File: src/rtl/rf_pkg.sv
// Shared types and default sizes for the 2-read / 1-write register file.
package rf_pkg;

    localparam int RF_WIDTH_DEF = 8;
    localparam int RF_DEPTH_DEF = 32;

    typedef enum logic [1:0] {
        IDLE     = 2'd0,
        CLEARING = 2'd1,
        DONE     = 2'd2
    } rf_clr_state_t;

endpackage

File: src/rtl/rf_clear_seq.sv
// Bulk-clear sequencer: walks a counter over every entry, emitting one zero-write per cycle.
module rf_clear_seq
    import rf_pkg::*;
#(
    parameter int DEPTH  = RF_DEPTH_DEF,
    parameter int ADDR_W = $clog2(DEPTH)
) (
    input  logic              i_clk,
    input  logic              i_rst_n,
    input  logic              i_clr,
    output logic              o_busy,
    output logic              o_clr_done,
    output logic              o_clr_we,
    output logic [ADDR_W-1:0] o_clr_addr
);

    localparam logic [ADDR_W-1:0] LAST = ADDR_W'(DEPTH - 1);

    rf_clr_state_t     r_state;
    rf_clr_state_t     w_state_nxt;
    logic [ADDR_W-1:0] r_cnt;

    // State register
    always_ff @(posedge i_clk or negedge i_rst_n) begin
        if (!i_rst_n) r_state <= IDLE;
        else          r_state <= w_state_nxt;
    end

    // Next-state: leave CLEARING on the edge that zeroes the last entry
    always_comb begin
        w_state_nxt = r_state;
        case (r_state)
            IDLE:     if (i_clr) w_state_nxt = CLEARING;
            CLEARING: if (r_cnt == LAST) w_state_nxt = DONE;
            DONE:     w_state_nxt = IDLE;
            default:  w_state_nxt = IDLE;
        endcase
    end

    // Counter: zeroed on clear start, saturates at LAST so it never indexes past DEPTH-1
    always_ff @(posedge i_clk or negedge i_rst_n) begin
        if (!i_rst_n)                                r_cnt <= '0;
        else if (r_state == IDLE && i_clr)           r_cnt <= '0;
        else if (r_state == CLEARING && r_cnt != LAST) r_cnt <= r_cnt + 1'b1;
    end

    // Outputs decoded from state
    always_comb begin
        o_busy     = (r_state == CLEARING);
        o_clr_done = (r_state == DONE);
        o_clr_we   = (r_state == CLEARING);
        o_clr_addr = r_cnt;
    end

endmodule

File: src/rtl/reg_file_2r1w.sv
// Parametrised register file: 2 registered read ports, 1 write port, bulk clear.
module reg_file_2r1w
    import rf_pkg::*;
#(
    parameter int WIDTH    = RF_WIDTH_DEF,
    parameter int DEPTH    = RF_DEPTH_DEF,
    parameter int ADDR_W   = $clog2(DEPTH),
    parameter int BYPASS   = 1,
    parameter int ZERO_REG = 0
) (
    input  logic              i_clk,
    input  logic              i_rst_n,
    input  logic              i_we,
    input  logic [ADDR_W-1:0] i_waddr,
    input  logic [WIDTH-1:0]  i_wdata,
    input  logic              i_re_a,
    input  logic [ADDR_W-1:0] i_raddr_a,
    output logic [WIDTH-1:0]  o_rdata_a,
    input  logic              i_re_b,
    input  logic [ADDR_W-1:0] i_raddr_b,
    output logic [WIDTH-1:0]  o_rdata_b,
    input  logic              i_clr,
    output logic              o_busy,
    output logic              o_clr_done
);

    logic [DEPTH-1:0][WIDTH-1:0] r_mem;
    logic [1:0][WIDTH-1:0]       r_rdata;

    logic                        w_busy;
    logic                        w_clr_we;
    logic [ADDR_W-1:0]           w_clr_addr;
    logic                        w_wr_ok;
    logic [1:0]                  w_re;
    logic [1:0][ADDR_W-1:0]      w_raddr;
    logic [1:0][WIDTH-1:0]       w_rd;

    rf_clear_seq #(
        .DEPTH  (DEPTH),
        .ADDR_W (ADDR_W)
    ) u_clr (
        .i_clk      (i_clk),
        .i_rst_n    (i_rst_n),
        .i_clr      (i_clr),
        .o_busy     (w_busy),
        .o_clr_done (o_clr_done),
        .o_clr_we   (w_clr_we),
        .o_clr_addr (w_clr_addr)
    );

    // Write acceptance: blocked while clearing, out of range, or targeting hardwired zero
    always_comb begin
        w_wr_ok = i_we && !w_busy && (int'(i_waddr) < DEPTH) &&
                  !((ZERO_REG != 0) && (i_waddr == '0));
    end

    // Storage: clear engine owns the write port while busy
    always_ff @(posedge i_clk or negedge i_rst_n) begin
        if (!i_rst_n)      r_mem <= '0;
        else if (w_clr_we) r_mem[w_clr_addr] <= '0;
        else if (w_wr_ok)  r_mem[i_waddr] <= i_wdata;
    end

    assign w_re    = {i_re_b, i_re_a};
    assign w_raddr = {i_raddr_b, i_raddr_a};

    // Read mux per port: range/zero-reg masking, then optional same-edge forwarding
    always_comb begin
        w_rd = '0;
        for (int p = 0; p < 2; p++) begin
            if ((int'(w_raddr[p]) < DEPTH) && !((ZERO_REG != 0) && (w_raddr[p] == '0))) begin
                if ((BYPASS != 0) && w_wr_ok && (i_waddr == w_raddr[p])) w_rd[p] = i_wdata;
                else                                                     w_rd[p] = r_mem[w_raddr[p]];
            end
        end
    end

    // Registered read data; holds when the port is not enabled
    always_ff @(posedge i_clk or negedge i_rst_n) begin
        if (!i_rst_n) r_rdata <= '0;
        else begin
            for (int p = 0; p < 2; p++)
                if (w_re[p]) r_rdata[p] <= w_rd[p];
        end
    end

    assign o_rdata_a = r_rdata[0];
    assign o_rdata_b = r_rdata[1];
    assign o_busy    = w_busy;

endmodule

File: config.mk
export PLATFORM = sky130hd
export DESIGN_NAME = reg_file_2r1w
export DESIGN_NICKNAME = d
export VERILOG_FILES = /design/src/rtl/rf_pkg.sv /design/src/rtl/rf_clear_seq.sv /design/src/rtl/reg_file_2r1w.sv
export SDC_FILE = /design/constraint.sdc
export NUM_CORES = 1
export LEC_CHECK = 0
export ABC_AREA = 1
export BUFFER_PORTS_ARGS = -buffer_cell sky130_fd_sc_hd__buf_2
export CORE_MARGIN = 2
export CORE_UTILIZATION = 60
export DETAILED_ROUTE_END_ITERATION = 10
export PLACE_DENSITY = 0.74
export SLEW_MARGIN = 20
export SYNTH_ARGS = -nofsm -noshare
export SYNTH_HDL_FRONTEND = slang
export SYNTH_SLANG_ARGS = --single-unit
File: constraint.sdc
create_clock -name i_clk -period 2.32 [get_ports i_clk]
set_clock_uncertainty 0.2 [all_clocks]
set_input_delay 0.348 -clock i_clk [delete_from_list [all_inputs] [get_ports i_clk]]
set_output_delay 0.348 -clock i_clk [all_outputs]
set_load 0.05 [all_outputs]
# Word level (Yosys, flattened, before mapping)
# Index checks and enable logic that the tools add are counted.
[totals]
register_bits = 279
output_inout_bits = 18
word_cells = 83
[classes]
addsub = 1
magnitude_cmp = 6
n_eq_ne = 8
mux = 18
bitwise_logic = 2
reduce_logical = 12
[op_table]
columns = ["op", "n"]
rows = [
  ["$mux W256", 2],
  ["$and A256 B256 Y256", 1],
  ["$bwmux W256", 1],
  ["$not A256 Y256", 1],
  ["$bmux W8 S5", 2],
  ["$demux W8 S5", 2],
  ["$mux W8", 6],
  ["$lt A5 B6 Y1 const B", 4],
  ["$eq A5 B5 Y1", 2],
  ["$ge A5 B1 Y1 const B", 2],
  ["$mux W5", 2],
  ["$logic_and A1 B1 Y1", 7],
  ["$add A5 B1 Y5 const B", 1],
  ["$eq A5 B5 Y1 const B", 1],
  ["$ne A5 B5 Y1 const B", 1],
  ["$mux W2", 2],
  ["$pmux W2 S2", 1],
  ["$reduce_bool A2 Y1", 2],
  ["$eq A2 B1 Y1 const B", 1],
  ["$eq A2 B2 Y1 const B", 1],
  ["$logic_not A2 Y1", 1],
  ["$ne A2 B1 Y1 const B", 1],
  ["$ne A2 B2 Y1 const B", 1],
  ["$reduce_and A2 Y1", 1],
  ["$logic_not A1 Y1", 1],
]

# Logic depth before layout (Yosys ltp)
[depth]
ltp_word = 7
ltp_mapped = 14
depth_no_buf = 11

# Hierarchy
# Synthesis repeated with hierarchy kept, for this count alone.
[hier_totals]
hier_cells = 2284
area_unflattened_um2 = 15989.1
[by_module_without_submodules]
columns = ["mod", "instances", "cells_each", "area_each_um2"]
rows = [
  ["reg_file_2r1w", 1, 2243, 15621.2],
  ["rf_clear_seq", 1, 41, 367.9],
]

# Worst setup path before layout
# OpenSTA, ideal clock, no wires.
[synth_path]
path_kind = "reg2reg"
start = "reg u_clr.r_cnt[0], in the netlist u_clr.o_clr_addr[0]"
end = "reg u_clr.r_cnt[3], in the netlist u_clr.o_clr_addr[3]"
setup_ns = 0.123
arrival_ns = 1.545
required_ns = 1.997
slack_ns = 0.452
stages_incl_launch_ff = 9
path_buffers = 0
cell_sequence = "dfrtp_1 > ha_1 > nand2_1 > nor2_1 > ha_1 > nor2_1 > nand4_1 > o21ai_0 > a21oi_1"
[synth_between]
elab_chain_cells = 3
word_cells_on_any_way = 6
[synth_lines]
columns = ["element", "line_no", "source"]
rows = [
  ["start, declared", "rf_clear_seq.sv:21", "logic [ADDR_W-1:0] r_cnt;"],
  ["start signal, assigned", "rf_clear_seq.sv:44", "else if (r_state == CLEARING && r_cnt != LAST) r_cnt <= r_cnt + 1'b1;"],
  ["$add A5 B1 Y5 or $ne A5 B5 Y1 (tied branches)", "rf_clear_seq.sv:44", ""],
  ["$mux W5 or $logic_and A1 B1 Y1 (tied branches)", "rf_clear_seq.sv:44", ""],
  ["$mux W5 or $reduce_bool A2 Y1 (tied branches)", "--", ""],
]
# Several ways; a longest one is shown, not always the timed one. The select of a mux whose other input is x is not followed.
# A chain may end at the register's enable or synchronous reset.

# Final worst setup path
[layout_path]
start = "reg u_clr.r_state[0]"
end = "reg r_mem[66] in the netlist's numbering"
[layout_between]
elab_chain_cells = 4
word_cells_on_any_way = 5
[layout_lines]
columns = ["element", "line_no", "source"]
rows = [
  ["start, declared", "rf_clear_seq.sv:19", "rf_clr_state_t r_state;"],
  ["start signal, assigned", "rf_clear_seq.sv:26", "else r_state <= w_state_nxt;"],
  ["$eq A2 B1 Y1 (*)", "rf_clear_seq.sv:49, rf_clear_seq.sv:51", ""],
  ["$logic_not A1 Y1", "reg_file_2r1w.sv:53", "w_wr_ok = i_we && !w_busy && (int'(i_waddr) < DEPTH) &&"],
  ["$logic_and A1 B1 Y1", "reg_file_2r1w.sv:53", ""],
  ["$reduce_bool A2 Y1 (no line)", "--", ""],
  ["end signal, assigned by index", "reg_file_2r1w.sv:61", "else if (w_wr_ok) r_mem[i_waddr] <= i_wdata;"],
  ["end, declared", "reg_file_2r1w.sv:27", "logic [DEPTH-1:0][WIDTH-1:0] r_mem;"],
]
# Mark *: on every way between the ends. The rest lies on a longest branch, timed or not.

==> results.md <==
* Status: complete, no violations
* Max FO, Critical Path at 8
* Final nets at 2355
* Initial antenna violation count at 3
* Final period util at 94.73%
* PortBufs at between 40 and 50
* Via count of the first global-routing pass at between 15000 and 20000
* Worst reg2reg startpoint: u_clr.r_state[0]$_DFFE_PN0P_
* FF-to-FF path depth at 6
* CTS tree: yes
* Die area at roughly 0.028 mm^2
* Vias per cell at 6.327
* Maxcap violations at 0
* Row count at between 50 and 60
* Wire per inst at 21.01 um
* Synth warnings at 0
* Filler cells at between 2000 and 2500
* Synth Net Count at 2338
* Critical Path AT at approximately 2.4 ns
* CP startpoint kind: flop
* Worst EP required at 2.54 ns
* CTS max path bufs at 3
* Total power at 15500 uW
* Gp weighted congestion at 0.9855
* Hpwl dp at 36400 um
* Area growth from synthesis to layout at 13.04%
* DR iter-0 viols at between 2000 and 3000
* Pins over their slew limit at 0
* Post-layout min period at 2.198 ns
* First-pass GRT wire length at 87680 um
* Routed wire length at roughly 56000 um
* Gate count after technology mapping at 2304
* Residual DRC at 0
* Internal Pwr Total at 10050 uW
* Die width at 167.8 um
* Area of placed instances at 0.01699 mm^2
* Sequential share of the synthesized area at 43.37%
* Final Util at between 60% and 70%
* Hold path endpoint: r_mem[163]$_DFFE_PN0P_
* Finish-stage setup viols at 0
* GRT Util Overall at 39.71%
* CTS Buf Count at 31
* Multi-input gate area at 0.007671 mm^2
* Combinational share of power at 26.5%
* Hold Crit Start: i_waddr[4]
* Worst-Skew Late Latency at 0.60 ns
* Post-synthesis instance area at 0.01610 mm^2
* Clock slew at reported path FFs at 0.07 ns
* Largest net degree at the start of global routing at 71
* Via count at 16960
* Clk Tree Root Cell: clkbuf_16
* Sinks on the clock net at 279
* Die height at between 150 and 200 um
* Worst hold stages at 3
* Hold crit path type: in -> reg
* Relative slew slack at about two fifths
* DRT Pass-1 Iters at 5
* Slew of the pin with the lowest slew margin at between 0.9 and 1 ns
* Setup TNS at 0 ns
* RSZ-0062 raised after global routing: false
* Hold Vio Cnt, Final at 0
* H-tree depth at 1
* Top Ports at 47
* CP Launch Point: u_clr.r_state[0]$_DFFE_PN0P_
* Core Area at 0.02621 mm^2
* Post-route cell area at 0.01820 mm^2
* Static leakage at 0.008802 uW
* CP endpoint kind: flop
* Avg Synthesized Cell Area at 6.987 um^2
* Max Clk Rate at roughly 460 MHz
* Sequential Power Share at 40.5%
* Clock share of power at 32.9%
* Switching portion of total power at approximately a third
* Initial core utilization at 61.43%
* ANT nets after route at 0
* Register cell area after layout at 0.006982 mm^2
* R2r endpoint: r_mem[66]$_DFFE_PN0P_
* R2r setup slk at about 0.12 ns
* VDD IR-drop max at 0.0008122 V
* Sw Pwr at 5450 uW
* Power Density at 851.8 mW/mm^2
* Ratio of cells with drive above 1 in the final layout at 9.211%
* Critical path class: reg -> reg
* Synth cell types at 23
* Yosys reg bits at 279
* Gr ovfl total at 0
metal layers:
layer | GRT usage, % | wire (um) | vias up
li1 | - | - | 7702
met1 | 55.98 | 22570 | 7874
met2 | 59.90 | 24400 | 1190
met3 | 8.110 | 6888 | 196
met4 | 17.24 | 2471 | 2
met5 | 0 | 13 | -
cells by family (layout without fill, tap and decap cells):
kind of cell / Yosys count / in the layout / synth area share (%)
AND/OR/NAND/NOR: 1355 / 1355 / 36.49
buffers and inverters: 372 / 413 / 9.101
AO/OA/AOI/OAI: 289 / 289 / 10.43
flip-flops: 279 / 279 / 43.37
adder cells (fa/ha/maj): 5 / 5 / 0.3886
XOR/XNOR: 4 / 4 / 0.2176
other: 0 / 1 / 0
stage by stage:
stage	setup WS [ns]	hold WS, ns	instances
finish	0.1222	0.07170	2681
global route	0.007755	0.1213	2681
CTS	0.09804	0.05720	2677
detailed placement	0.05568	0.1299	2608
global placement	0.1907	0.1262	2608
floorplan	0.4516	-0.1476	2304
cells in the mapped netlist:
cell      instances  area [um^2]
inv_2             3        11.26
ha_1              5        62.56
o211ai_1          6        45.04
buf_2            55        275.3
nand4_1          15        93.84
nand4_4           2        42.54
nor3_1           10        50.05
o21ai_1           4        20.02
nor3_4            2        32.53
clkbuf_1         94        352.8
inv_1           189        709.4
xor2_1            4        35.03
nand3_1         538         2693
buf_1            22        82.58
nand2_2           2        12.51
o21ai_0         100        500.5
clkinv_1          9        33.78
a21oi_1          15        75.07
o22ai_1         162         1013
o31ai_2           2        25.02
nor2_1           72        270.3
nand2_1         714         2680
dfrtp_1         279         6982
registers in the layout (all words and copies together) (netlist names):
register,count
u_clr.r_state,2
r_mem,256
o_rdata_a,8
u_clr.o_clr_addr,5
o_rdata_b,8
power groups by stage:
stage          registers [uW]  clock network (uW)  logic, uW
3_5_place_dp             6310                   0       3960
2_1_floorplan            6310                   0       2500
5_1_grt                  6360                5340       4490
6_report                 6280                5110       4120
3_3_place_gp             6300                   0       3870
4_1_cts                  6240                5130       4000
placed cells by master (no fill, tap or decap), drive strengths merged:
| master | Yosys | routed |
|---|---|---|
| nand2 | 716 | 716 |
| nand3 | 538 | 538 |
| dfrtp | 279 | 279 |
| inv | 192 | 193 |
| o22ai | 162 | 162 |
| buf | 77 | 143 |
| o21ai | 104 | 104 |
| nor2 | 72 | 72 |
| clkbuf | 94 | 40 |
| clkinv | 9 | 19 |
| nand4 | 17 | 17 |
| a21oi | 15 | 15 |
| dlygate4sd3 | 0 | 12 |
| nor3 | 12 | 12 |
| o211ai | 6 | 6 |
| ha | 5 | 5 |
| xor2 | 4 | 4 |
| bufinv | 0 | 4 |
| o31ai | 2 | 2 |
| clkinvlp | 0 | 2 |
| diode | 0 | 1 |
critical path: stages (launching register included):
cell	delay, ns
dfrtp_1	0.40
nand2_2	0.11
nand2_2	0.16
nor3_4	0.37
nand4_1	0.35
nand2_1	0.32
o22ai_1	0.11
timing repair:
item | CTS | global route
setup buffers | 0 | 3
hold endpoints to repair | 300 | 0
endpoints found under the setup margin | 0 | 30
resized for setup | 0 | 8
hold buffers | 12 | 0
worst max-delay path by stage:
stage | end | slack, ns | cells after the start
floorplan | u_clr.o_clr_addr[3]$_DFFE_PN0P_ | 0.45 | 8
global placement | r_mem[140]$_DFFE_PN0P_ | 0.19 | 7
detailed placement | r_mem[53]$_DFFE_PN0P_ | 0.06 | 6
CTS | r_mem[53]$_DFFE_PN0P_ | 0.1 | 7
global route | r_mem[111]$_DFFE_PN0P_ | 0.008 | 9
finish | r_mem[66]$_DFFE_PN0P_ | 0.12 | 6
layout make-up:
class                      count  area share [%]
multi-input combinational   1653           42.15
sequential                   279           38.37
timing repair buffer         155           7.247
clock buffer                  40           4.669
inverter                     201           4.160
tap                          335           2.303
clock inverter                17           1.086
antenna                        1         0.01375
Power figures use the tool's default switching activity.
